`src/rtl/interrupt_factor_ctrl.sv`:
```
// interrupt_factor_ctrl
// Latches rising edges of the peripheral interrupt sources into factor flags,
// gates them with a per-line mask and presents the result to the CPU core.
// Factor and mask nibbles are exposed on the 4-bit I/O bus. Reading a factor
// nibble clears it, but an event arriving on the same edge still sets its flag.
// The nibble packing assumes exactly 15 lines; line 15 (nibble 3, bit 3) is
// unimplemented and always reads 0.

module interrupt_factor_ctrl #(
  parameter int NUM_SOURCES = 15
) (
  input  logic                   clk,
  input  logic                   reset,
  input  logic [NUM_SOURCES-1:0] source,
  input  logic [3:0]             bus_addr,
  input  logic                   bus_write_en,
  input  logic                   bus_read_en,
  input  logic [3:0]             bus_data_in,
  output logic [3:0]             bus_data_out,
  output logic [NUM_SOURCES-1:0] interrupt_req,
  output logic                   pending_valid,
  output logic [3:0]             pending_index
);

  logic [NUM_SOURCES-1:0] factor;
  logic [NUM_SOURCES-1:0] mask;
  logic [NUM_SOURCES-1:0] source_prev;
  logic [NUM_SOURCES-1:0] src_event;
  logic [NUM_SOURCES-1:0] clr_vec;
  logic [NUM_SOURCES-1:0] factor_next;
  logic [NUM_SOURCES-1:0] mask_next;
  logic [15:0]            factor_pad;
  logic [15:0]            mask_pad;
  logic [1:0]             nib;
  logic [3:0]             nib_base;
  logic                   factor_sel;
  logic                   mask_sel;
  logic [3:0]             rd_data;

  assign src_event  = source & ~source_prev;
  assign factor_pad = {1'b0, factor};
  assign mask_pad   = {1'b0, mask};
  assign nib        = bus_addr[1:0];
  assign nib_base   = {nib, 2'b00};
  assign factor_sel = (bus_addr[3:2] == 2'b00);
  assign mask_sel   = (bus_addr[3:2] == 2'b01);

  assign interrupt_req = factor & mask;
  assign pending_valid = |interrupt_req;

  // Factor update: read-clear of the addressed nibble, then new events win.
  always_comb begin
    clr_vec = '0;
    for (int i = 0; i < NUM_SOURCES; i++) begin
      clr_vec[i] = bus_read_en && factor_sel && (nib == 2'(i / 4));
    end
    factor_next = (factor & ~clr_vec) | src_event;
  end

  // Mask update: a write to a mask nibble replaces those four lines.
  always_comb begin
    mask_next = mask;
    for (int i = 0; i < NUM_SOURCES; i++) begin
      if (bus_write_en && mask_sel && (nib == 2'(i / 4))) begin
        mask_next[i] = bus_data_in[i % 4];
      end
    end
  end

  // Priority encoder: scan from the lowest priority so line 0 ends up winning.
  always_comb begin
    pending_index = 4'd0;
    for (int i = NUM_SOURCES - 1; i >= 0; i--) begin
      if (interrupt_req[i]) begin
        pending_index = 4'(i);
      end
    end
  end

  // Read mux; the unimplemented bit 15 comes from the zero pad.
  always_comb begin
    rd_data = 4'h0;
    if (factor_sel) begin
      rd_data = factor_pad[nib_base +: 4];
    end else if (mask_sel) begin
      rd_data = mask_pad[nib_base +: 4];
    end else if (bus_addr == 4'h8) begin
      rd_data = pending_valid ? pending_index : 4'h0;
    end
  end

  // State registers; read data is captured only on a read strobe and then held.
  always_ff @(posedge clk or posedge reset) begin
    if (reset) begin
      factor       <= '0;
      mask         <= '0;
      source_prev  <= '0;
      bus_data_out <= 4'h0;
    end else begin
      source_prev <= source;
      factor      <= factor_next;
      mask        <= mask_next;
      if (bus_read_en) begin
        bus_data_out <= rd_data;
      end
    end
  end

endmodule
```
`config.mk`:
```
export PLATFORM = sky130hd
export DESIGN_NAME = interrupt_factor_ctrl
export DESIGN_NICKNAME = d
export VERILOG_FILES = /design/src/rtl/interrupt_factor_ctrl.sv
export SDC_FILE = /design/constraint.sdc
export NUM_CORES = 1
export LEC_CHECK = 0
export BUFFER_PORTS_ARGS = -buffer_cell sky130_fd_sc_hd__buf_2
export CAP_MARGIN = 10
export CORE_ASPECT_RATIO = 0.6
export CORE_MARGIN = 4
export CORE_UTILIZATION = 40
export DETAILED_ROUTE_END_ITERATION = 10
export PLACE_DENSITY_LB_ADDON = 0.2
export SLEW_MARGIN = 20
export SYNTH_ARGS = -nofsm -noshare
export SYNTH_HDL_FRONTEND = slang
export SYNTH_SLANG_ARGS = --single-unit
```
`constraint.sdc`:
```
create_clock -name clk -period 1.55 [get_ports clk]
set_clock_uncertainty 0.05 [all_clocks]
set_input_delay 0.0775 -clock clk [delete_from_list [all_inputs] [get_ports clk]]
set_output_delay 0.0775 -clock clk [all_outputs]
set_load 0.01 [all_outputs]
```
---- Word-level counts from Yosys, hierarchy flattened ----
Cells that the tools add are included.
storage, ports and cells
  flip-flop bits (word level) ............. 49
  logic and storage cells ................. 52
  output and inout bits ................... 24
cells by class
  muxes and demuxes ....................... 19
  shifts and indexed selects .............. 2
  equality and inequality tests ........... 5
  bitwise logic cells ..................... 6
  reductions and logical operators ........ 13
operator list
  operator              count
  $mux W4               19
  $and A15 B15 Y15      3
  $shiftx A16 B5 Y4     2
  $not A15 Y15          2
  $or A15 B15 Y15       1
  $reduce_or A15 Y1     1
  $logic_and A1 B1 Y1   10
  $eq A2 B1 Y1 const B  2
  $eq A2 B2 Y1 const B  2
  $eq A4 B4 Y1 const B  1
  $logic_not A2 Y1      2

---- Logic depth before layout (Yosys ltp) ----
Gate-level depths: netlist (run 1).
  depth in word-level cells ............... 20
  depth in mapped cells ................... 7

---- Worst setup path before layout (run 1) ----
OpenSTA, ideal clock, no wires.
  path kind ............................... register to register
  start ................................... reg mask[13]
  end ..................................... reg bus_data_out[1]
  library setup time ...................... 0.082 ns
  data required time ...................... 1.418 ns
  period minus slack after synthesis ...... 1.514 ns
  arrival ................................. 1.381 ns
  path slack .............................. 0.036 ns
  cell stages (with the launch flop) ...... 7
  path buffers ............................ 0
  cell sequence ........................... dfrtp_1 a22o_1 o21ai_1 nand4_1 a311oi_2 a21oi_1 o22ai_1
between the ends
  cells in the longest elaborated chain, start to end .. 19
  elaborated cells on any way between the ends .. 21
  classes of those cells .................. shift (1); mux (18); bitwise (1); reduce/logical (1)
RTL lines
  element                     RTL line  source
  from (decl)                 26        logic [NUM_SOURCES-1:0] mask;
  from (signal assigned)      102       mask <= mask_next;
  $and A15 B15 Y15            48        assign interrupt_req = factor & mask;
  $mux W4 (14 in a row)       74        if (interrupt_req[i]) begin
  named net pending_index[1]  22        output logic [3:0] pending_index
  $mux W4                     88        rd_data = pending_valid ? pending_index : 4'h0;
  $mux W4                     87        end else if (bus_addr == 4'h8) begin
  $mux W4                     85        end else if (mask_sel) begin
  $mux W4                     83        if (factor_sel) begin
  to (signal assigned)        104       bus_data_out <= rd_data;
  to (decl)                   19        output logic [3:0] bus_data_out,
The timed path passes the listed nets, and every way through them passes these cells.
A chain may end at the register's enable or synchronous reset.

---- Worst setup path in the final report (run 1) ----
  start ................................... reg mask[12]
  end ..................................... out pending_index[1]
between the ends
  cells in the longest elaborated chain, start to end .. 14
RTL lines
  element                RTL line
  $and A15 B15 Y15       48
  $mux W4 (13 in a row)  74
  to (decl)              22
No other way between the ends.

==> results by group, run 1 <==
Critical path
  – Critical Path RT: 1.42 ns
  – R2R depth: 7
  – FF-to-FF setup slack: -0.19 ns
  – R2r startpoint: factor[12]
  – Critical Path End Type: output pin
  – Startpoint Class: flip-flop
  – Crit path DAT: 1.69 ns
  – Worst-path fanout max: 4
  – Reg-to-Reg End: bus_data_out[2]
  – Critical Path Source: mask[12]
  – CP Class: flip-flop to output pin

Die
  – I/O pin count: 51
  – Overall die width: 107 um
  – Die height: 67.6 um
  – Initial Utilization: 41.9%
  – Placeable Area: 5650 um2
  – Die ar.: 7250 um2
  – Std-Cell Rows: 21

Hold path
  – Hold endpoint: bus_data_out[2]
  – Worst Hold Launch: bus_read_en
  – Worst Hold Class: input port to flip-flop
  – Hold path depth: 2

Yosys
  – Syn Area/Cell: 10.9 um2
  – Yosys Warn Count: 0
  – Synthesized Nets: 245
  – Mapped Cells: 218
  – Syn Std Cell Area: 2370 um2
  – Synth unique cells: 41
  – Post-synthesis register bit count: 49
  – Sequential share of the synthesized area: 51.8%

Timing
  – Endpoints failing setup: 8
  – Hold Vio Cnt, Final: 0
  – Setup ws final: -0.269 ns
  – Rel. slew slack: 69.9%
  – Fmax achieved: 550 MHz
  – Least-Margin Pin Slew: 0.451 ns
  – Final worst path period share: 117%
  – RSZ-0062 raised after global routing: yes
  – Final Max Slew Viols: 0
  – Fin crit period: 1.82 ns

Global routing
  – Initial antenna violation count: 0
  – Number of global-route vias before repair: 1934
  – Pin count of the biggest net entering global routing: 23
  – Gr ovfl total: 0
  – Global-route wire length before repair: 10400 um
  – All-Layer GR Usage: 19.3%

CTS
  – Clock tree buffer depth: 2
  – Worst-skew pair later-pin latency: 0.31 ns
  – Num CTS Buffers: 5
  – CTS root buffer: clkbuf_8
  – CTS tree: yes
  – Clk sinks: 49
  – Depth of the CTS H-tree: 2
  – Clk slew on worst S/H paths: 0.10 ns

Pwr
  – Worst VDD drop: 605 uV
  – Pleak: 0.00164 uW
  – Pwr/cell area: 1150 nW/um2

Routing
  – Starting DRC count in detailed routing: 84
  – Final ANT Viol Nets: 0
  – Vias per cell: 4.94
  – 1st-pass router iterations: 4
  – Routed wire length: 6670 um
  – Routed length per instance: 16.8 um
  – DR vias: 1963
  – DR DRC count: 0

Outcome
  – Outcome: finished, violations left
  – Failing checks: negative setup slack

Layout
  – Final non-filler cell total: 397
  – Area Growth Syn to Fin: 40.6%
  – Commonest non-fill, non-tap cells in the layout: 49 x buf_2, 45 x dfrtp_1, 29 x inv_1
  – # diodes: 0
  – Layout cells sized above 1: 44.5%
  – Fillers: 488
  – Final instance area: 3330 um2
  – Commonest non-fill, non-tap cell in the layout: buf_2
  – Footprint of the multi-input gates: 1100 um2
  – Final net count: 343
  – FF/Latch Area: 1230 um2

Placed design
  – RePlAce Congestion: 0.887
  – # placed instances: 357
  – Detailed placement HPWL: 4800 um
  – PortBufs: 50
  – Placed cell areas: 2780 um2

Run
  – MaxCap Viol Count: 0
[logic make-up (layout without fill, tap and decap cells)]
group / after synthesis / after routing / share of synthesized area [%]
flip-flops: 49 / 49 / 51.8
multiplexers: 23 / 23 / 14.3
AO/OA/AOI/OAI: 43 / 43 / 11.8
buffers and inverters: 37 / 136 / 7.35
AND/OR/NAND/NOR: 66 / 66 / 14.7
[synth_stat cells, drive strengths merged]
| cell type | count | area share (%) |
|---|---|---|
| or3 | 1 | 0.48 |
| a21oi | 8 | 1.7 |
| mux2 | 15 | 7.8 |
| or2 | 1 | 0.26 |
| o31ai | 1 | 0.32 |
| nand3b | 4 | 1.8 |
| a22o | 1 | 0.37 |
| nor2b | 2 | 0.53 |
| o32ai | 1 | 0.37 |
| o22ai | 3 | 0.79 |
| nor3 | 2 | 0.63 |
| and2 | 8 | 2.2 |
| nor3b | 2 | 1.1 |
| a31oi | 1 | 0.26 |
| nand2 | 32 | 5.1 |
| a22oi | 3 | 1.5 |
| a32oi | 1 | 0.37 |
| mux4 | 6 | 5.7 |
| nand4 | 1 | 0.26 |
| inv | 30 | 4.8 |
| buf | 7 | 2.6 |
| a311oi | 1 | 0.63 |
| o311ai | 1 | 0.37 |
| nand2b | 1 | 0.26 |
| a41oi | 1 | 0.37 |
| mux2i | 2 | 0.85 |
| o211ai | 1 | 0.32 |
| o21bai | 2 | 0.63 |
| o21ai | 18 | 3.8 |
| nand3 | 5 | 1.1 |
| nor2 | 7 | 1.1 |
| dfrtp | 49 | 52 |
[power breakdown]
part	total (uW)	leakage, uW	internal, uW	switching (uW)
combinational	1330	0.00104	672	658
clock	925	0.0000554	485	440
sequential	1570	0.000546	1430	144
[area by class of cell]
class                   count  area share, %
clock buffers               6           2.18
clock inverters             2           1.17
inverters                  30           3.38
multi-input cells         132           33.1
flip-flops and latches     49           37.0
well taps                  80           3.01
repair buffers             98           20.2
[repair_timing]
item,CTS,global route
endpoints found under the hold margin,57,0
setup buffers,9,5
pin swaps,6,8
gates resized for setup,12,27
hold buffers,19,0
setup endpoints to repair,9,9
[metrics by stage]
| step | power, uW | util (%) | TNS [ns] | worst slack (ns) | hold slack [ns] |
|---|---|---|---|---|---|
| floorplan | 2160 | - | 0 | 0.0365 | 0.0589 |
| global placement | 2580 | 49.1 | -0.00511 | -0.00511 | 0.0600 |
| detailed placement | 2590 | 49.1 | -0.0641 | -0.0275 | 0.0586 |
| CTS | 3680 | 56.5 | -1.29 | -0.248 | 0.0165 |
| global route | 4030 | 58.9 | -2.12 | -0.355 | 0.0272 |
| finish | 3830 | 58.9 | -1.39 | -0.269 | 0.0311 |
[worst max-delay path, cell delays in order (launching register included)]
cell and delay [ns]:
dfrtp_1 0.42, a22o_1 0.24, o21ai_2 0.12, nand4_1 0.13, a311oi_2 0.28, buf_2 0.19
[sequential cells by signal, summed over array words and instances (netlist names)]
signal / flops
factor: 15
bus_data_out: 4
source_prev: 15
mask: 15
[worst max path at each step]
| stage | endpoint | slack (ns) |
|---|---|---|
| 3_5_place_dp | bus_data_out[2] | -0.03 |
| 5_1_grt | pending_index[1] | -0.35 |
| 3_3_place_gp | bus_data_out[2] | -0.005 |
| 2_1_floorplan | bus_data_out[1] | 0.04 |
| 4_1_cts | pending_index[1] | -0.25 |
| 6_report | pending_index[1] | -0.27 |
[per-layer routing]
| layer | vias to the layer above | part of all wire [%] | GRT usage [%] |
|---|---|---|---|
| li1 | 938 | - | - |
| met1 | 952 | 50 | 28.3 |
| met2 | 63 | 41 | 27.6 |
| met3 | 10 | 7.6 | 5.44 |
| met4 | 0 | 1.4 | 5.58 |
| met5 | - | 0 | 0 |
No activity file was read; power rests on OpenSTA's default activity.
==> run 2, diff against run 1 <==
Settings changed: TNS_END_PERCENT from default to 30.
==> run 2 against run 1 <==
- worst setup slack worse by 0.027 ns
- critical path type unchanged
- largest cell class unchanged
- wire length fell by 2.5%
- clock power about the same
- critical path depth increased by 1
- the run still ends with negative setup slack left
- critical endpoint is now pending_index[2]
- core utilization is 2.7 points lower
- worst hold slack lost 0.0019 ns
- die area unchanged
- fmax decreased by 1.5%
- combinational power decreased by 13%
- final cell count shrank 1.5%
==> results by group, run 2 (synthesized netlist as in run 1, its figures left out) <==
Placed design
  – PortBufs: 50
  – Detailed placement HPWL: 4800 um
  – # placed instances: 357
  – RePlAce Congestion: 0.887

Die
  – Initial Utilization: 41.9%
  – Std-Cell Rows: 21
  – Die height: 67.6 um
  – I/O pin count: 51
  – Overall die width: 107 um
  – Placeable Area: 5650 um2
  – Die ar.: 7250 um2

Layout
  – Fin util: 56.2%
  – Footprint of the multi-input gates: 1010 um2
  – Final net count: 337
  – Area Growth Syn to Fin: 34.1%
  – Fillers: 510
  – FF/Latch Area: 1230 um2
  – Biggest regs: factor x15, mask x15, source_prev x15
  – Final non-filler cell total: 391
  – Layout cells sized above 1: 36.7%
  – Commonest non-fill, non-tap cells in the layout: 50 x buf_2, 47 x dfrtp_1, 32 x nand2_1
  – Commonest non-fill, non-tap cell in the layout: buf_2
  – # diodes: 0

Timing
  – Final Max Slew Viols: 0
  – Fmax achieved: 542 MHz
  – Fin crit period: 1.85 ns
  – Setup ws final: -0.296 ns
  – Endpoints failing setup: 8
  – Hold Slack: 0.0293 ns
  – Least-Margin Pin Slew: 0.450 ns
  – Rel. slew slack: 69.9%
  – Final worst path period share: 119%
  – Hold Vio Cnt, Final: 0
  – RSZ-0062 raised after global routing: yes
  – Setup_tns: -1.34 ns

CTS
  – Num CTS Buffers: 5
  – Clock tree buffer depth: 2
  – Depth of the CTS H-tree: 2
  – Worst-skew pair later-pin latency: 0.31 ns
  – CTS root buffer: clkbuf_8
  – Clk slew on worst S/H paths: 0.10 ns
  – Clk sinks: 49
  – CTS tree: yes

Critical path
  – Critical Path RT: 1.42 ns
  – Critical path cell sequence: a22o_1 -> nand2b_1 -> a41oi_2 -> buf_4 -> nor2_1 -> buf_2
  – Critical Path End Type: output pin
  – Worst-path fanout max: 2
  – Startpoint Class: flip-flop
  – Critical Path Source: mask[13]
  – Largest delay contributor family on the critical path: compound AO/OA/AOI/OAI gates
  – CP max stage delay: 0.39 ns
  – CP Class: flip-flop to output pin
  – Worst path bufs/invs: 2
  – Crit path DAT: 1.72 ns
  – Crit path max-delay cell type: dfrtp_1
  – R2r startpoint: factor[12]

Global routing
  – M3 GR Usage: 5.44%
  – All-Layer GR Usage: 19.2%
  – Pin count of the biggest net entering global routing: 23
  – Number of global-route vias before repair: 1920
  – Gr ovfl total: 0
  – Met2 Track Usage GR: 27.3%
  – Global-route wire length before repair: 10300 um
  – Initial antenna violation count: 0
  – Met1 Use GR: 28.2%
  – GR peak layer: met1

Hold path
  – Worst Hold Class: input port to flip-flop
  – Worst Hold Launch: bus_read_en

Pwr
  – Pleak: 0.00158 uW
  – Worst VDD drop: 595 uV
  – Pwr/cell area: 1150 nW/um2

Routing
  – 1st-pass router iterations: 4
  – Routed wire length: 6510 um
  – DR DRC count: 0
  – Starting DRC count in detailed routing: 75
  – DR vias: 1910
  – Vias per cell: 4.88
  – Routed length per instance: 16.6 um
  – Final ANT Viol Nets: 0

Run
  – MaxCap Viol Count: 0

Outcome
  – Failing checks: negative setup slack
  – Outcome: finished, violations left
## run 2: cell count changes in the layout (fill, tap and decap cells not counted), moves of 3 or more
cell,delta
a21oi_1,+4
a21oi_2,-4
buf_4,-4
buf_6,-3
nand2_1,+4
nand2_2,-3
nand3_1,+3
nand3_2,-3
## run 2: metrics by stage
| step | area, um2 | total power, uW | worst slack [ns] |
|---|---|---|---|
| 2_1_floorplan | 2370 | 2160 | 0.0365 |
| 3_3_place_gp | 2780 | 2580 | -0.00511 |
| 3_5_place_dp | 2780 | 2590 | -0.0275 |
| 4_1_cts | 3160 | 3640 | -0.248 |
| 5_1_grt | 3170 | 3850 | -0.381 |
| 6_report | 3170 | 3650 | -0.296 |
## run 2: final timing paths
check | to | cells after the start | slack, ns
setup / recovery | pending_index[2] | 6 | -0.30
hold / removal | bus_data_out[2] | 2 | 0.03
setup reg to reg | bus_data_out[2] | 7 | -0.17
hold reg to reg | factor[9] | 1 | 0.37
max in group asynchronous | factor[4] | 4 | 0.62
min in group asynchronous | source_prev[11] | 3 | 0.25
## run 2: area by class of cell
class,count,area share (%)
sequential,49,38.7
multi-input combinational,132,31.8
timing repair buffer,92,19.3
inverter,30,3.55
tap,80,3.15
clock buffer,6,2.29
clock inverter,2,1.22
## run 2: repair_timing
item,4_1_cts,5_1_grt
gates resized for setup,9,2
hold endpoints to repair,57,0
pin swaps,6,2
buffers inserted,6,1
cloned,0,0
hold buffers,19,0
endpoints found under the setup margin,9,9
## run 2: worst reg2reg max path: cells and delay by family, from the launching register on
| family | cells | cell delay [ns] |
|---|---|---|
| simple gates | 1 | 0.20 |
| buf+inv | 1 | 0.16 |
| compound gates | 5 | 0.83 |
| flops | 1 | 0.40 |
## run 2: layer usage
layer	wire, um	part of all wire, %
met1	3330	51
met4	64	0.98
met5	0	0
met2	2670	41
met3	443	6.8
## run 2: power breakdown
part           switching (uW)  internal, uW  total (uW)
registers                 136          1430        1560
logic                     593           572        1160
clock network             441           485         926
total                    1170          2480        3650
